===== src/rtl/input_frame_pkg.sv =====
// Shared definitions for the ping-pong input sample RAM controller.
package input_frame_pkg;

  localparam int DEF_DATA_WIDTH = 18;
  localparam int DEF_ADDR_BITS  = 10;
  localparam int DEF_RD_LATENCY = 2;

  localparam logic [1:0] ST_IDLE  = 2'd0;
  localparam logic [1:0] ST_READ  = 2'd1;
  localparam logic [1:0] ST_DRAIN = 2'd2;

  // Words per RAM half: the top address bit selects the half.
  function automatic int halfWords(input int addrBits);
    return 1 << (addrBits - 1);
  endfunction

endpackage


===== src/rtl/frame_rd_pipe.sv =====
// Delays the read-issue and last-address strobes by RD_LATENCY cycles to align with RamDoutB.
// No backpressure: one strobe in per cycle, one out per cycle.
module frame_rd_pipe #(
  parameter int RD_LATENCY = 2
) (
  input  logic Clk,
  input  logic Rst_n,
  input  logic Issue,
  input  logic IssueLast,
  output logic RdValid,
  output logic RdLast
);

  logic [RD_LATENCY-1:0] validPipe;
  logic [RD_LATENCY-1:0] lastPipe;

  always_ff @(posedge Clk or negedge Rst_n) begin
    if (!Rst_n) begin
      validPipe <= '0;
      lastPipe  <= '0;
    end else begin
      validPipe[0] <= Issue;
      lastPipe[0]  <= IssueLast;
      for (int i = 1; i < RD_LATENCY; i++) begin
        validPipe[i] <= validPipe[i-1];
        lastPipe[i]  <= lastPipe[i-1];
      end
    end
  end

  assign RdValid = validPipe[RD_LATENCY-1];
  assign RdLast  = lastPipe[RD_LATENCY-1];

endmodule


===== src/rtl/input_frame_ctrl.sv =====
// Ping-pong controller: port A streams ADC samples into one RAM half, port B plays a full half to the FFT.
// Read data trails its address by RD_LATENCY; samples hitting a full half are dropped and flagged sticky.
module input_frame_ctrl
  import input_frame_pkg::*;
#(
  parameter int DATA_WIDTH = DEF_DATA_WIDTH,
  parameter int ADDR_BITS  = DEF_ADDR_BITS,
  parameter int RD_LATENCY = DEF_RD_LATENCY
) (
  input  logic                  Clk,
  input  logic                  Rst_n,
  input  logic [DATA_WIDTH-1:0] SampleIn,
  input  logic                  SampleValid,
  input  logic                  FrameReq,
  output logic                  FrameAvail,
  output logic [DATA_WIDTH-1:0] RdData,
  output logic                  RdValid,
  output logic                  RdLast,
  output logic                  Overrun,
  input  logic                  OverrunClr,
  output logic                  RamEnA,
  output logic                  RamWeA,
  output logic [ADDR_BITS-1:0]  RamAddrA,
  output logic [DATA_WIDTH-1:0] RamDinA,
  output logic                  RamEnB,
  output logic                  RamWeB,
  output logic [ADDR_BITS-1:0]  RamAddrB,
  input  logic [DATA_WIDTH-1:0] RamDoutB
);

  localparam int HALF       = halfWords(ADDR_BITS);
  localparam int CNT_BITS   = ADDR_BITS - 1;
  localparam int DRAIN_BITS = (RD_LATENCY > 1) ? $clog2(RD_LATENCY) : 1;
  localparam logic [CNT_BITS-1:0]   LAST_IDX  = CNT_BITS'(HALF - 1);
  localparam logic [DRAIN_BITS-1:0] DRAIN_END = DRAIN_BITS'(RD_LATENCY - 1);

  logic                  wrHalf;
  logic [CNT_BITS-1:0]   wrCnt;
  logic                  rdHalf;
  logic [CNT_BITS-1:0]   rdCnt;
  logic [1:0]            fullFlags;
  logic [1:0]            rdState;
  logic [DRAIN_BITS-1:0] drainCnt;

  logic       wrAccept;
  logic       wrDrop;
  logic       drainDone;
  logic       issue;
  logic       issueLast;
  logic       pipeValid;
  logic       pipeLast;
  logic [1:0] setMask;
  logic [1:0] clrMask;

  assign wrAccept  = SampleValid & ~fullFlags[wrHalf];
  assign wrDrop    = SampleValid &  fullFlags[wrHalf];
  assign issue     = (rdState == ST_READ);
  assign issueLast = issue && (rdCnt == LAST_IDX);
  assign drainDone = (rdState == ST_DRAIN) && (drainCnt == DRAIN_END);

  assign FrameAvail = fullFlags[rdHalf];
  assign RamAddrA   = {wrHalf, wrCnt};
  assign RamAddrB   = {rdHalf, rdCnt};
  assign RamWeB     = 1'b0;

  // Write side: address now, enable and data one cycle later.
  always_ff @(posedge Clk or negedge Rst_n) begin
    if (!Rst_n) begin
      wrHalf  <= 1'b0;
      wrCnt   <= '0;
      RamEnA  <= 1'b0;
      RamWeA  <= 1'b0;
      RamDinA <= '0;
      Overrun <= 1'b0;
    end else begin
      RamEnA <= wrAccept;
      RamWeA <= wrAccept;
      if (wrAccept) begin
        RamDinA <= SampleIn;
        if (wrCnt == LAST_IDX) begin
          wrCnt  <= '0;
          wrHalf <= ~wrHalf;
        end else begin
          wrCnt <= wrCnt + CNT_BITS'(1);
        end
      end
      if (wrDrop) begin
        Overrun <= 1'b1;
      end else if (OverrunClr) begin
        Overrun <= 1'b0;
      end
    end
  end

  // Set and clear always target opposite halves, so both apply in the same cycle.
  always_comb begin
    setMask = 2'b00;
    clrMask = 2'b00;
    if (wrAccept && (wrCnt == LAST_IDX)) setMask[wrHalf] = 1'b1;
    if (drainDone) clrMask[rdHalf] = 1'b1;
  end

  always_ff @(posedge Clk or negedge Rst_n) begin
    if (!Rst_n) begin
      fullFlags <= 2'b00;
    end else begin
      fullFlags <= (fullFlags | setMask) & ~clrMask;
    end
  end

  always_ff @(posedge Clk or negedge Rst_n) begin
    if (!Rst_n) begin
      rdState  <= ST_IDLE;
      rdHalf   <= 1'b0;
      rdCnt    <= '0;
      drainCnt <= '0;
      RamEnB   <= 1'b0;
    end else begin
      RamEnB <= issue;
      case (rdState)
        ST_IDLE: begin
          if (FrameReq && FrameAvail) begin
            rdState <= ST_READ;
            rdCnt   <= '0;
          end
        end
        ST_READ: begin
          rdCnt <= rdCnt + CNT_BITS'(1);
          if (rdCnt == LAST_IDX) begin
            rdState  <= ST_DRAIN;
            drainCnt <= '0;
          end
        end
        ST_DRAIN: begin
          // Half stays full until its last word has left the RAM.
          if (drainCnt == DRAIN_END) begin
            rdState <= ST_IDLE;
            rdHalf  <= ~rdHalf;
          end else begin
            drainCnt <= drainCnt + DRAIN_BITS'(1);
          end
        end
        default: rdState <= ST_IDLE;
      endcase
    end
  end

  frame_rd_pipe #(
    .RD_LATENCY(RD_LATENCY)
  ) u_rd_pipe (
    .Clk      (Clk),
    .Rst_n    (Rst_n),
    .Issue    (issue),
    .IssueLast(issueLast),
    .RdValid  (pipeValid),
    .RdLast   (pipeLast)
  );

  assign RdValid = pipeValid;
  assign RdLast  = pipeLast;
  assign RdData  = pipeValid ? RamDoutB : '0;

endmodule


===== config.mk =====
export PLATFORM = sky130hd
export DESIGN_NAME = input_frame_ctrl
export DESIGN_NICKNAME = d
export VERILOG_FILES = /design/src/rtl/input_frame_pkg.sv /design/src/rtl/frame_rd_pipe.sv /design/src/rtl/input_frame_ctrl.sv
export SDC_FILE = /design/constraint.sdc
export NUM_CORES = 1
export LEC_CHECK = 0
export CAP_MARGIN = 5
export CORE_ASPECT_RATIO = 1.75
export CORE_MARGIN = 1
export CORE_UTILIZATION = 35
export DETAILED_ROUTE_END_ITERATION = 6
export PLACE_DENSITY = 0.8
export SETUP_SLACK_MARGIN = 0.5
export SLEW_MARGIN = 20
export SYNTH_ARGS = -nofsm -noshare
export SYNTH_HDL_FRONTEND = slang
export SYNTH_SLANG_ARGS = --single-unit
export TNS_END_PERCENT = 1

===== constraint.sdc =====
create_clock -name Clk -period 2.7 [get_ports Clk]
set_clock_uncertainty 0.2 [all_clocks]
set_input_delay 0.27 -clock Clk [delete_from_list [all_inputs] [get_ports Clk]]
set_output_delay 0.27 -clock Clk [all_outputs]
set_load 0.03 [all_outputs]

==> metrics.md <==
| Metric | Value |
|---|---|
| Status | `complete, no violations` |
| Global-route wire length before repair | `~9.5 mm` |
| Clock slew at reported path FFs | `60 ps` |
| Cell Pwr Density | `971 mW/mm2` |
| Fillers | `approximately 560` |
| Hold Path Class | `reg2reg` |
| RSZ-0062 raised after global routing | `yes` |
| Tmin final | `~2100 ps` |
| Max-cap violations | `0` |
| FF-to-FF setup slack | `between 600 and 700 ps` |
| Leading cell type in the layout, fill and taps excluded | `clkdlybuf4s50_1` |
| Final design utilization | `between 50% and 60%` |
| Met3 Use GR | `between 4 and 5%` |
| Synthesized cell area | `roughly 0.0024 mm2` |
| Number of buffers created by CTS | `5` |
| Final slew viol count | `0` |
| Ratio of cells with drive above 1 in the final layout | `13.7%` |
| I/O pin count | `about 110` |
| Final setup violation count | `0` |
| Syn_nets | `255` |
| Clock Latency Late Sink | `~290 ps` |
| Final hold vios | `0` |
| Slew at the pin closest to its max-slew limit | `around 590 ps` |
| DRC Markers | `0` |
| Post-route setup TNS | `0 ps` |
| CP Capture Type | `output port` |
| Total track usage | `17.4%` |
| Post-Syn Instances | `210` |
| Hold Path End | `u_rd_pipe.lastPipe[1]` |
| Setup bufs post-CTS | `0` |
| Port-buffer cells | `between 100 and 150` |
| Fmax | `between 0.4 and 0.5 GHz` |
| CTS tree | `built` |
| GPL Wtd Cong | `around 0.8` |
| Detail Route Antenna Nets | `0` |
| Worst R2R End | `wrCnt[4]` |
| Area Overhead vs Synth | `54.4%` |
| Avg Synthesized Cell Area | `approximately 11 um2` |
| Peak supply drop | `about 0.6 mV` |
| # diodes | `0` |
| Routed via count | `just under 2000` |
| Grt met2 use | `31.3%` |
| Largest net degree at the start of global routing | `26` |
| Path type of the worst setup path | `reg2out` |
| Vias in the first global route | `around 2000` |
| Total Wirelength | `5.66 mm` |
| GR peak layer | `met2` |
| Crit Path Max Fanout | `19` |
| Worst EP arrival | `~1600 ps` |
| Setup WS pre-CTS | `about 450 ps` |
| Startpoint types | `register` |
| Cells on worst reg2reg path | `7` |
| Final #Nets | `between 300 and 400` |
| Initial DRC count | `58` |
| Seq/Total Area, Yosys | `a little over half` |
| Slew margin rel. | `slightly above 60%` |
| Critical Path RT | `around 2200 ps` |
| Pre-Repair DR Iteration Count | `4` |
| Min-delay src | `u_rd_pipe.lastPipe[0]` |
| Starting density of the core | `~36%` |
| H-tree levels | `2` |
| WL per Instance | `approximately 14 um` |
| Unique cell type count in the Yosys netlist | `39` |
| Sink Count | `49` |
| Site Rows | `39` |
| Global-route track usage on met1 | `between 10% and 20%` |
| Hold Path Cell Cnt | `0` |
| Worst R2R Start | `wrCnt[0]` |
| DPL Wire Length | `~4.3 mm` |
| Chip height | `111 um` |
| Leak pwr | `about 1.6 nW` |
| Power Total | `around 0.0035 W` |
| Antenna violations before repair | `0` |
| Grt total ovfl | `0` |
| Min Hold Slack | `roughly 160 ps` |
| Synth warn | `0` |
| Root buf cell | `clkbuf_16` |
| Die footprint | `between 0.007 and 0.008 mm2` |
| Period utilization | `between 70% and 80%` |
| Final WS setup | `590 ps` |
| Core area | `~0.0065 mm2` |
| Max Buffers Root-to-Sink | `2` |
| Die W | `~64 um` |
| Yosys reg bits | `49` |
| Most frequent cells in the layout | `101 x clkdlybuf4s50_1, 46 x dfrtp_1, 25 x mux2_2, 18 x and2_1` |
| Via density | `5.04` |
[power breakdown]
part | internal (W) | switching, W
Sequential | 0.000966 | 0.000181
Clock | 0.000463 | 0.000256
Combinational | 0.000767 | 0.000901
[worst max-delay path, cell delays in order, from the launching register on]
cell	delay [ps]
dfrtp_2	490
and2_1	190
clkdlybuf4s50_1	670
[worst max-delay path by stage]
stage / slack [ps] / from / to
6_report: 590 / u_rd_pipe.validPipe[1] / RdData[7]
5_1_grt: 480 / u_rd_pipe.validPipe[1] / RdData[7]
4_1_cts: 500 / rdHalf / FrameAvail
3_5_place_dp: 450 / SampleValid / wrCnt[6]
3_3_place_gp: 540 / SampleValid / wrCnt[6]
2_1_floorplan: 520 / wrCnt[0] / wrCnt[0]
[state kept, by name (all words and copies together) (netlist names), 2 cells and up]
name                 count
wrCnt                    9
fullFlags                2
rdState                  2
rdCnt                    9
RamDinA                 18
u_rd_pipe.lastPipe       2
u_rd_pipe.validPipe      2
[metrics by stage]
| stage | instance area (um2) | cells |
|---|---|---|
| floorplan | 2360 | 210 |
| global placement | 3450 | 386 |
| detailed placement | 3450 | 386 |
| CTS | 3630 | 395 |
| global route | 3640 | 395 |
| finish | 3640 | 395 |
[logic make-up after synthesis]
family	count (synthesis)	share of synthesized area, %
xor+xnor	2	0.744
buf+inv	23	4.99
simple gates	67	15.9
other cells	1	0.159
fa+ha+maj	4	2.12
compound gates	37	11.0
mux	27	13.0
flops	49	52.0
[what timing repair did]
item / CTS / global route
pin swaps: 0 / 0
setup endpoints to repair: 18 / 11
hold endpoints to repair: 24 / 0
resized for setup: 1 / 2
hold buffers: 1 / 0
[final cells by class]
cell class / instances / area, um2 / area share [%]
clock inverters: 1 / 30.0 / 0.826
clock buffers: 7 / 143 / 3.92
multi-input cells: 138 / 1020 / 28.0
repair buffers: 107 / 1070 / 29.5
flip-flops and latches: 49 / 1230 / 33.8
well taps: 82 / 103 / 2.82
inverters: 11 / 41.3 / 1.14
[cells in the mapped netlist]
cell type	n	area, um2
dfrtp_1	49	1230
mux2_2	25	282
and2_1	18	113
nor2_1	12	45.0
o21ai_0	11	55.1
inv_1	10	37.5
nand2_1	8	30.0
buf_4	6	45.0
a21oi_1	5	25.0
a22o_1	5	43.8
and3_1	5	31.3
nand3_1	5	25.0
nand4_1	5	31.3
clkbuf_1	4	15.0
ha_1	4	50.1
a211o_1	3	26.3
nor2b_1	3	18.8
o311ai_0	3	26.3
o311ai_1	3	26.3
or4_1	3	22.5
a31oi_1	2	12.5
nand3b_1	2	15.0
nor4_1	2	12.5
xnor2_1	2	17.5
a31oi_2	1	12.5
and4_1	1	8.76
and4b_1	1	10.0
buf_2	1	5.00
buf_6	1	11.3
clkinv_1	1	3.75
conb_1	1	3.75
mux2_4	1	15.0
mux2i_1	1	10.0
nand2b_1	1	6.26
nor3_1	1	5.00
o211a_1	1	10.0
o22ai_1	1	6.26
o31ai_1	1	7.51
o41ai_1	1	8.76
[metal layers]
layer / wire [um] / part of all wire, %
met5: 0 / 0
met4: 183 / 3.2
met3: 415 / 7.3
met2: 3070 / 54
met1: 1990 / 35
Power figures use the tool's default switching activity.
